File: config.mk
export PLATFORM = sky130hd
export DESIGN_NAME = mem_lsu_flat
export DESIGN_NICKNAME = d
export VERILOG_FILES = /design/src/rtl/mem_lsu_if.sv /design/src/rtl/mem_lsu.sv /design/src/flat_wrapper.sv
export SDC_FILE = /design/constraint.sdc
export NUM_CORES = 1
export LEC_CHECK = 0
export CORE_MARGIN = 5
export CORE_UTILIZATION = 40
export CTS_BUF_LIST = sky130_fd_sc_hd__clkbuf_2 sky130_fd_sc_hd__clkbuf_4 sky130_fd_sc_hd__clkbuf_8
export DETAILED_ROUTE_END_ITERATION = 8
export GPL_TIMING_DRIVEN = 0
export MAX_ROUTING_LAYER = met4
export PLACE_DENSITY = 0.86
export SETUP_SLACK_MARGIN = 0.2
export SYNTH_ARGS = -nofsm -noshare
export SYNTH_HDL_FRONTEND = slang
export SYNTH_SLANG_ARGS = --single-unit
File: constraint.sdc
create_clock -name i_clk -period 2.4 [get_ports i_clk]
set_clock_uncertainty 0.2 [all_clocks]
set_input_delay 0.36 -clock i_clk [delete_from_list [all_inputs] [get_ports i_clk]]
set_output_delay 0.36 -clock i_clk [all_outputs]
set_load 0.05 [all_outputs]
File: src/rtl/mem_lsu_if.sv
// Request/response handshake bundle between the MEM pipeline stage and the load/store unit.
// master = pipeline side (issues requests, consumes responses); slave = mem_lsu.
interface mem_lsu_if #(
   parameter int p_WORD_LEN     = 16,
   parameter int p_CPU_ADDR_LEN = 16
);
   logic                      i_req_valid;
   logic                      o_req_ready;
   logic                      i_req_we;
   logic [p_CPU_ADDR_LEN-1:0] i_req_addr;
   logic [p_WORD_LEN-1:0]     i_req_wdata;
   logic                      o_rsp_valid;
   logic                      i_rsp_ready;
   logic [p_WORD_LEN-1:0]     o_rsp_rdata;
   logic                      o_rsp_err;

   modport master (
      output i_req_valid, i_req_we, i_req_addr, i_req_wdata, i_rsp_ready,
      input  o_req_ready, o_rsp_valid, o_rsp_rdata, o_rsp_err
   );

   modport slave (
      input  i_req_valid, i_req_we, i_req_addr, i_req_wdata, i_rsp_ready,
      output o_req_ready, o_rsp_valid, o_rsp_rdata, o_rsp_err
   );
endinterface

File: src/rtl/mem_lsu.sv
// mem_lsu: single-outstanding load/store unit driving a synchronous-read data memory (3 edges accept->response).
// Optional MEM_LSU_BOUNDS_CHECK_EN flags and suppresses accesses above 2**p_ADDR_LEN words.
module mem_lsu #(
   parameter int p_WORD_LEN     = 16,
   parameter int p_ADDR_LEN     = 10,
   parameter int p_CPU_ADDR_LEN = 16
) (
   input  logic                  i_clk,
   input  logic                  i_rst_n,
   mem_lsu_if.slave              bus,
   output logic                  o_mem_wr_en,
   output logic [p_ADDR_LEN-1:0] o_mem_addr,
   output logic [p_WORD_LEN-1:0] o_mem_wr_data,
   input  logic [p_WORD_LEN-1:0] i_mem_rd_data,
   output logic                  o_busy
);
   typedef enum logic [1:0] {IDLE, ISSUE, WAIT, RESP} state_e;

   state_e                state_q, state_d;
   logic                  we_q, we_d;
   logic [p_ADDR_LEN-1:0] addr_q, addr_d;
   logic [p_WORD_LEN-1:0] wdata_q, wdata_d;
   logic [p_WORD_LEN-1:0] rdata_q, rdata_d;
   logic                  err_q, err_d;
   logic                  req_ready;
   logic                  rsp_valid;
   logic                  mem_wr_en;
   logic                  accept;
   logic                  req_err;

`ifdef MEM_LSU_BOUNDS_CHECK_EN
   assign req_err = |bus.i_req_addr[p_CPU_ADDR_LEN-1:p_ADDR_LEN];
`else
   // Upper address bits are deliberately dropped: addresses alias modulo memory size.
   logic unused_addr_hi;
   assign unused_addr_hi = |bus.i_req_addr[p_CPU_ADDR_LEN-1:p_ADDR_LEN];
   assign req_err        = 1'b0;
`endif

   always_comb begin
      state_d   = state_q;
      we_d      = we_q;
      addr_d    = addr_q;
      wdata_d   = wdata_q;
      rdata_d   = rdata_q;
      err_d     = err_q;
      req_ready = 1'b0;
      rsp_valid = 1'b0;
      mem_wr_en = 1'b0;
      accept    = 1'b0;

      case (state_q)
         IDLE: begin
            req_ready = 1'b1;
         end
         ISSUE: begin
            mem_wr_en = we_q & ~err_q;
            state_d   = WAIT;
         end
         WAIT: begin
            rdata_d = err_q ? '0 : i_mem_rd_data;
            state_d = RESP;
         end
         RESP: begin
            rsp_valid = 1'b1;
            req_ready = bus.i_rsp_ready;
            if (bus.i_rsp_ready) begin
               state_d = IDLE;
            end
         end
         default: begin
            state_d = IDLE;
         end
      endcase

      // A new request may enter from IDLE or on the same edge the response is consumed.
      accept = bus.i_req_valid & req_ready;
      if (accept) begin
         we_d    = bus.i_req_we;
         addr_d  = bus.i_req_addr[p_ADDR_LEN-1:0];
         wdata_d = bus.i_req_wdata;
         err_d   = req_err;
         state_d = ISSUE;
      end
   end

   always_ff @(posedge i_clk or negedge i_rst_n) begin
      if (!i_rst_n) begin
         state_q <= IDLE;
         we_q    <= 1'b0;
         addr_q  <= '0;
         wdata_q <= '0;
         rdata_q <= '0;
         err_q   <= 1'b0;
      end else begin
         state_q <= state_d;
         we_q    <= we_d;
         addr_q  <= addr_d;
         wdata_q <= wdata_d;
         rdata_q <= rdata_d;
         err_q   <= err_d;
      end
   end

   assign bus.o_req_ready = req_ready;
   assign bus.o_rsp_valid = rsp_valid;
   assign bus.o_rsp_rdata = rdata_q;
   assign bus.o_rsp_err   = err_q;
   assign o_mem_wr_en     = mem_wr_en;
   assign o_mem_addr      = addr_q;
   assign o_mem_wr_data   = wdata_q;
   assign o_busy          = (state_q != IDLE);
endmodule

File: src/flat_wrapper.sv
// flat-port wrapper written by rule: the top's interface ports become plain ports
module mem_lsu_flat 
#(
   parameter int p_WORD_LEN     = 16,
   parameter int p_ADDR_LEN     = 10,
   parameter int p_CPU_ADDR_LEN = 16
)
  (i_clk, i_rst_n, o_mem_wr_en, o_mem_addr, o_mem_wr_data, i_mem_rd_data, o_busy, bus_i_req_valid, bus_i_req_we, bus_i_req_addr, bus_i_req_wdata, bus_i_rsp_ready, bus_o_req_ready, bus_o_rsp_valid, bus_o_rsp_rdata, bus_o_rsp_err);
  mem_lsu_if #(.p_WORD_LEN(p_WORD_LEN), .p_CPU_ADDR_LEN(p_CPU_ADDR_LEN)) bus_i ();
  input  logic i_clk;
  input  logic i_rst_n;
  output logic o_mem_wr_en;
  output logic [p_ADDR_LEN-1:0] o_mem_addr;
  output logic [p_WORD_LEN-1:0] o_mem_wr_data;
  input  logic [p_WORD_LEN-1:0] i_mem_rd_data;
  output logic o_busy;
  input wire logic [$bits(bus_i.i_req_valid)-1:0] bus_i_req_valid;
  input wire logic [$bits(bus_i.i_req_we)-1:0] bus_i_req_we;
  input wire logic [$bits(bus_i.i_req_addr)-1:0] bus_i_req_addr;
  input wire logic [$bits(bus_i.i_req_wdata)-1:0] bus_i_req_wdata;
  input wire logic [$bits(bus_i.i_rsp_ready)-1:0] bus_i_rsp_ready;
  output wire logic [$bits(bus_i.o_req_ready)-1:0] bus_o_req_ready;
  output wire logic [$bits(bus_i.o_rsp_valid)-1:0] bus_o_rsp_valid;
  output wire logic [$bits(bus_i.o_rsp_rdata)-1:0] bus_o_rsp_rdata;
  output wire logic [$bits(bus_i.o_rsp_err)-1:0] bus_o_rsp_err;
  assign bus_i.i_req_valid = bus_i_req_valid;
  assign bus_i.i_req_we = bus_i_req_we;
  assign bus_i.i_req_addr = bus_i_req_addr;
  assign bus_i.i_req_wdata = bus_i_req_wdata;
  assign bus_i.i_rsp_ready = bus_i_rsp_ready;
  assign bus_o_req_ready = bus_i.o_req_ready;
  assign bus_o_rsp_valid = bus_i.o_rsp_valid;
  assign bus_o_rsp_rdata = bus_i.o_rsp_rdata;
  assign bus_o_rsp_err = bus_i.o_rsp_err;
  mem_lsu #(.p_WORD_LEN(p_WORD_LEN), .p_ADDR_LEN(p_ADDR_LEN), .p_CPU_ADDR_LEN(p_CPU_ADDR_LEN)) u_core (.i_clk(i_clk), .i_rst_n(i_rst_n), .bus(bus_i), .o_mem_wr_en(o_mem_wr_en), .o_mem_addr(o_mem_addr), .o_mem_wr_data(o_mem_wr_data), .i_mem_rd_data(i_mem_rd_data), .o_busy(o_busy));
endmodule
=== Word level (Yosys, flattened, before mapping) ===
Cells that the tools add are included.

* Reduce and logical (&&, ||, !) cells: 4
* Equality and inequality tests: 4
* Bitwise logic cells: 1
* Mux-type cells: 6

{| class="wikitable"
|+ Operators with widths
! operator !! number
|-
| 2-bit one-hot mux with 3 select lines || 1
|-
| 2-bit equality test (second input constant) || 2
|-
| 2-bit two-way mux || 2
|-
| 4-bit nonzero test || 1
|-
| 3-bit by 2-bit != test with 1-bit output (second input constant) || 1
|-
| 2-bit by 1-bit equality test with 1-bit output (second input constant) || 1
|-
| 2-bit logical NOT || 1
|-
| 1-bit two-way mux || 2
|-
| 1-bit one-hot mux with 2 select lines || 1
|-
| 2-bit AND reduction || 1
|-
| 2-bit nonzero test || 1
|-
| 1-bit AND || 1
|}

* Logic and storage cells: 20
* Output and inout bits: 47
* Flip-flop bits (word level): 45

=== Logic depth before layout (Yosys ltp) ===
Gate-level depths: netlist (run 1).

* Word-level depth: 5
* Depth in mapped cells: 7

=== Worst setup path after synthesis (run 1) ===
No wires, ideal clock.

* Path type: flip-flop to output port
* Start point: register u_core.state_q[1]
* End point: output bus_o_req_ready
* Required time: 1840 ps
* Buffers on the path: 0
* Arrival time: 1726 ps
* Stages on the path, launching flop included: 4
* Setup slack: 114 ps
* Cells stage by stage: dfrtp_1 > ha_1 > a21oi_2 > nor2_1

* Cells in the longest elaborated chain, start to end: 2

{| class="wikitable"
|+ Ends and longest elaborated chain
! element !! RTL line !! source
|-
| start, declared || mem_lsu.sv:19 || <nowiki>state_e state_q, state_d;</nowiki>
|-
| start signal, assigned || mem_lsu.sv:96 || <nowiki>state_q <= state_d;</nowiki>
|-
| 2-bit equality test / 2-bit logical NOT (equally long branches) || mem_lsu.sv:52 || <nowiki>case (state_q)</nowiki>
|-
| 1-bit one-hot mux with 2 select lines * || mem_lsu.sv:52 ||
|-
| end, declared || flat_wrapper.sv:22 || <nowiki>output wire logic [$bits(bus_i.o_req_ready)-1:0] bus_o_req_ready;</nowiki>
|}

Mark *: on every way between the ends. The rest lies on a longest branch, timed or not.

=== Worst setup path in the final report (run 1) ===
Ends and elaborated chain as after synthesis.

==> results.md, run 1 <==
* Status: finished, final reports clean
* GRT Total Usage at 14.7%
* Number of distinct library cells after synthesis at 16
* WS Path Type: reg -> out
* 1st-pass router iterations at 4
* Final hold vios at 0
* Compound-cell area share of the yosys netlist at 1.35%
* Ys Warns at 0
* Seq cells post-synth at 45
* Die Y at 78.1 um
* Antenna cell count at 0
* Area grow syn2layout at 59.1%
* # IOs at 100
* Maximum clock path buffer count at 2
* Final setup vio count at 0
* Initial Utilization at 42.0%
* Metal3 WL at 326 um
* Largest family of logic cells by synthesized area: multiplexers
* Met2 wire length at 2.00 mm
* Syn nets at 172
* NumNets Final at 274
* Unrepaired setup endpoints after global routing: yes
* Worst slew pin tran at 535 ps
* Crit path DAT at 1560 ps
* Skew-Pair Late Insertion Delay at 290 ps
* Post-synthesis adder-cell area fraction at 4.05%
* Total number of vias at 1261
* Routed wire length at 4.21 mm
* Post-Synthesis Cells at 113
* Req. time, crit path at 1840 ps
* Simple-gate area share of the yosys netlist at 1.62%
* Vias/cell at 4.71
* Detailed Place HPWL at 3.35 mm
* Core ar. at 4410 sq um
* Met1 WL at 1.84 mm
* CTS Buf Count at 5
* Avg Inst Size Synth at 16.4 sq um
* Site Rows at 24
* First-pass GRT wire length at 7.04 mm
* Crit path largest cell delay at 450 ps
* Post-route minimum period at 2120 ps
* Critical path peak fanout at 6
* H-tree Lvls at 2
* Netlist Area Pre-Place at 1850 sq um
* Top sig layer: met4
* Die area at 6090 sq um
* Share of layout cells above drive strength 1 at 31.0%
* Placed insts at 258
* TritonCTS clock tree: built
* Grt ovf at 0
* Fmax at 0.471 GHz
* Num Clock Sinks at 45
* Fin crit share at 88.5%
* Post-DRT Antenna Nets at 0
* Vias in the first global route at 1379
* Seq/Total Area, Yosys at 60.8%
* Max Cap Viol at 0
* Worst slew margin at 64.2%
* CTS clk-pin slew, worst paths at 90 ps
* Post-synthesis xor/xnor area fraction at 0%
* Max Slew Vio Count at 0
* Crit-path slowest cell: dfrtp_1
* Residual DRC at 0
* HP Class: in -> async
* Startpoint Class: flop
* CP endpoint kind: output pin
* CP Cell Sequence: inv_1 > ha_1 > nor2_2 > clkbuf_2
* Non-filler cells, final at 268
* Number of port buffers at 92
* 1st-iter DRT viols at 38
* Die width at 78.1 um
* Root buf cell: clkbuf_8
* Largest net degree at the start of global routing at 35
* Wire length per cell at 15.7 um
* Routability Congestion at 0.728
* Initial antenna violation count at 0
* Mux cell area share after synthesis at 28.4%
registers in the layout, summed over array words and instances (netlist names):
signal	flops
u_core.bus.o_rsp_rdata	16
u_core.o_mem_wr_data	16
u_core.o_mem_addr	10
u_core.state_q	2
u_core.we_q	1
metal layers:
metal	global-route usage, %	vias up
met5	-	-
met4	4.05	0
met3	3.32	4
met2	23.9	59
met1	18.6	610
li1	-	588
cells by family after synthesis:
group,count (synthesis)
DFF,45
muxes,44
buffers and inverters,9
adders and majority gates,6
and+or+nand+nor,5
AOI/OAI and AO/OA,3
other,1
cells in the mapped netlist:
library cell   n  area, sq um
buf_2          2         10.0
nor2_1         3         11.3
buf_4          2         15.0
buf_12         1         20.0
a211o_1        1         8.76
inv_1          3         11.3
a211oi_1       1         7.51
a21oi_2        1         8.76
mux2_4         8          120
ha_1           6         75.1
buf_6          1         11.3
nor3b_2        1         12.5
dfrtp_1       45         1130
mux2_2        36          405
and2_1         1         6.26
conb_1         1         3.75
placed cells by master (no fill, tap or decap):
master and n:
a211o_1 1, a211oi_1 1, mux2_2 36, buf_12 2, inv_6 1, and2_1 1
clkbuf_2 3, buf_2 3, clkbuf_8 5, clkdlybuf4s50_1 87, nor2_2 1, clkinv_2 1
inv_1 3, nor3b_2 1, a21oi_2 1, clkinvlp_4 1, ha_1 6, mux2_4 8
buf_6 1, conb_1 1, nor2_1 2, dlygate4sd2_1 1, dlygate4sd3_1 1, buf_4 3
dfrtp_1 45
layout make-up:
class | count | area, sq um
Clock buffer | 5 | 68.8
Timing Repair Buffer | 95 | 937
Buffer | 6 | 56.3
Clock inverter | 3 | 21.3
Inverter | 3 | 11.3
Multi-Input combinational cell | 59 | 662
Fill cell | 326 | 1470
Tap cell | 52 | 65.1
Sequential cell | 45 | 1130
per-stage QoR:
stage | hold slack (ps) | area, sq um | TNS, ps | worst slack [ps] | util, %
floorplan | -136 | 1860 | 0 | 197 | -
global placement | 283 | 2840 | -21320 | -476 | 64.4
detailed placement | 67.6 | 2860 | -6.74 | -6.74 | 64.7
CTS | 287 | 2960 | 0 | 25.5 | 67.0
global route | 316 | 2950 | 0 | 189 | 66.8
finish | 290 | 2950 | 0 | 276 | 66.8
final timing paths:
check | cells past startpoint | from | slack [ps] | end
max | 4 | u_core.state_q[1] | 280 | bus_o_req_ready
min | 2 | i_rst_n | 290 | u_core.bus.o_rsp_rdata[3]
max reg2reg | 6 | u_core.state_q[1] | 310 | u_core.o_mem_wr_data[3]
min reg2reg | 1 | u_core.bus.o_rsp_rdata[13] | 310 | u_core.bus.o_rsp_rdata[13]
max in group asynchronous | 3 | i_rst_n | 1240 | u_core.o_mem_addr[9]
min in group i_clk | 1 | u_core.bus.o_rsp_rdata[13] | 310 | u_core.bus.o_rsp_rdata[13]
critical path, delay by kind of cell, from the launching register on:
family	cells	cell delay, ps
flip-flops	1	450
buffers and inverters	2	380
adder cells (fa/ha/maj)	1	330
AND/OR/NAND/NOR	1	110
what timing repair did:
item | in CTS | in global routing
endpoints found under the setup margin | 4 | 6
hold buffers | 1 | 0
hold endpoints to repair | 11 | 0
gates resized for setup | 7 | 3
buffers inserted | 0 | 1
Power of run 1 is left out: the tool's default activity adds up to more than one toggle a clock period on the data nets, which glitch-free logic cannot reach.
==> inputs of run 2 (changes only) <==
--- a/config.mk
+++ b/config.mk
@@ -12,7 +12,9 @@
 export GPL_TIMING_DRIVEN = 0
 export MAX_ROUTING_LAYER = met4
 export PLACE_DENSITY = 0.86
+export REMOVE_ABC_BUFFERS = 1
 export SETUP_SLACK_MARGIN = 0.2
+export SKIP_LAST_GASP = 1
 export SYNTH_ARGS = -nofsm -noshare
 export SYNTH_HDL_FRONTEND = slang
 export SYNTH_SLANG_ARGS = --single-unit
==> run 2 against run 1 <==
Register-to-register slack barely moved. Critical path depth stayed put. Cell count is 1.1% lower. Worst setup slack improved by 7.3 ps. Count of clock-buffer cells in the layout grew 2. Wire length about the same. Die area unchanged. Final area grew 0.72%. Sequential share of layout area decreased by 0.23 points.
==> results.md, run 2 (synthesized netlist as in run 1, its figures left out) <==
* Status: finished, final reports clean
* Worst Hold Path Cells at 1
* TritonCTS clock tree: built
* Die Y at 78.1 um
* Root buf cell: clkbuf_8
* Fin util at 67.3%
* Flop-to-flop setup slack at 300 ps
* Final setup vio count at 0
* Crit path DAT at 1560 ps
* Die width at 78.1 um
* Worst slew pin tran at 674 ps
* Reg2Reg Depth at 6
* Die area at 6090 sq um
* CTS clk-pin slew, worst paths at 80 ps
* Max Slew Vio Count at 0
* Filler cells at 325
* Routed wire length at 4.22 mm
* Worst slew margin at 55.1%
* Fin crit share at 88.2%
* Crit path buffers/inverters at 2
* Core ar. at 4410 sq um
* Post-route minimum period at 2120 ps
* First-pass GRT wire length at 6.69 mm
* Grt ovf at 0
* Number of port buffers at 92
* Skew-Pair Late Insertion Delay at 280 ps
* CTS Buf Count at 5
* CP Cell Sequence: inv_1 > ha_1 > nor2_1 > buf_2
* Reg2reg start: u_core.state_q[0]
* GRT Total Usage at 14.1%
* Routability Congestion at 0.694
* Multi-input logic area at 666 sq um
* Critical path peak fanout at 4
* Share of layout cells above drive strength 1 at 30.0%
* Vias in the first global route at 1385
* Storage cell area at 1130 sq um
* Maximum clock path buffer count at 2
* Worst Hold End: u_core.we_q
* Initial Utilization at 42.0%
* CP endpoint kind: output pin
* Fmax at 0.472 GHz
* Worst hold margin at 305 ps
* Commonest non-fill, non-tap cells in the layout: clkdlybuf4s50_1, dfrtp_1, mux2_2
* Crit-path slowest cell: dfrtp_1
* Total number of vias at 1257
* Unrepaired setup endpoints after global routing: yes
* Max Cap Viol at 0
* Non-filler cells, final at 265
* Final hold vios at 0
* # IOs at 100
* Reg-to-reg endpoint: u_core.o_mem_wr_data[14]
* Site Rows at 24
* Crit path largest cell delay at 410 ps
* Antenna cell count at 0
* Critical path's top delay family: flip-flops
* Hold_sp: u_core.we_q
* Largest net degree at the start of global routing at 31
* Post-route setup TNS at 0 ps
* Initial antenna violation count at 0
* Startpoint Class: flop
* Area grow syn2layout at 60.2%
* Wire length per cell at 15.9 um
* Num Clock Sinks at 45
* Most common cell after layout, fill and taps aside: clkdlybuf4s50_1
* WS Path Type: reg -> out
* NumNets Final at 272
* Post-DRT Antenna Nets at 0
* 1st-pass router iterations at 2
* Residual DRC at 0
* Vias/cell at 4.74
* Detailed Place HPWL at 3.21 mm
* 1st-iter DRT viols at 32
* Req. time, crit path at 1840 ps
* Placed insts at 253
* HP Class: reg -> reg
* H-tree Lvls at 2
-- run 2: worst register-to-register path, cell delays in order, from the launching register on --
cell	delay (ps)
dfrtp_1	410
inv_1	120
ha_1	360
nor3b_4	240
buf_12	150
buf_4	170
mux2_2	340
-- run 2: per-layer routing --
| metal | global-route usage, % | vias up | part of all wire [%] |
|---|---|---|---|
| met5 | - | - | 0 |
| met4 | 3.04 | 0 | 0.71 |
| met3 | 4.92 | 5 | 10 |
| met2 | 21.5 | 75 | 45 |
| met1 | 18.3 | 596 | 44 |
| li1 | - | 581 | - |
-- run 2: worst max path at each step --
stage | endpoint | slack, ps | from | cells after the start
floorplan | u_core.o_mem_addr[0] | -770 | u_core.state_q[1] | 4
global placement | u_core.o_mem_addr[6] | -1180 | bus_i_rsp_ready | 4
detailed placement | u_core.o_mem_addr[1] | -200 | bus_i_rsp_ready | 5
CTS | bus_o_req_ready | 9 | u_core.state_q[1] | 4
global route | bus_o_req_ready | 190 | u_core.state_q[0] | 4
finish | bus_o_req_ready | 280 | u_core.state_q[0] | 4
-- run 2: timing repair --
| action | 4_1_cts | 5_1_grt |
|---|---|---|
| pin swaps | 1 | 1 |
| cloned | 0 | 1 |
| setup buffers | 2 | 1 |
| hold endpoints to repair | 15 | 0 |
| setup endpoints to repair | 31 | 9 |
| resized for setup | 4 | 9 |
| hold buffers | 1 | 0 |
-- run 2: stage by stage --
stage / instance area, sq um / setup WS (ps)
finish: 2970 / 283
global route: 2970 / 193
CTS: 2930 / 9.18
detailed placement: 2820 / -202
global placement: 2780 / -1180
floorplan: 1800 / -772
-- run 2: area by class of cell --
class,instances,share of cell area [%]
Sequential cell,45,38.0
Timing Repair Buffer,99,34.0
Multi-Input combinational cell,59,22.4
Clock buffer,7,3.03
Tap cell,52,2.19
Inverter,3,0.379
Power of run 2 is left out for the same reason.
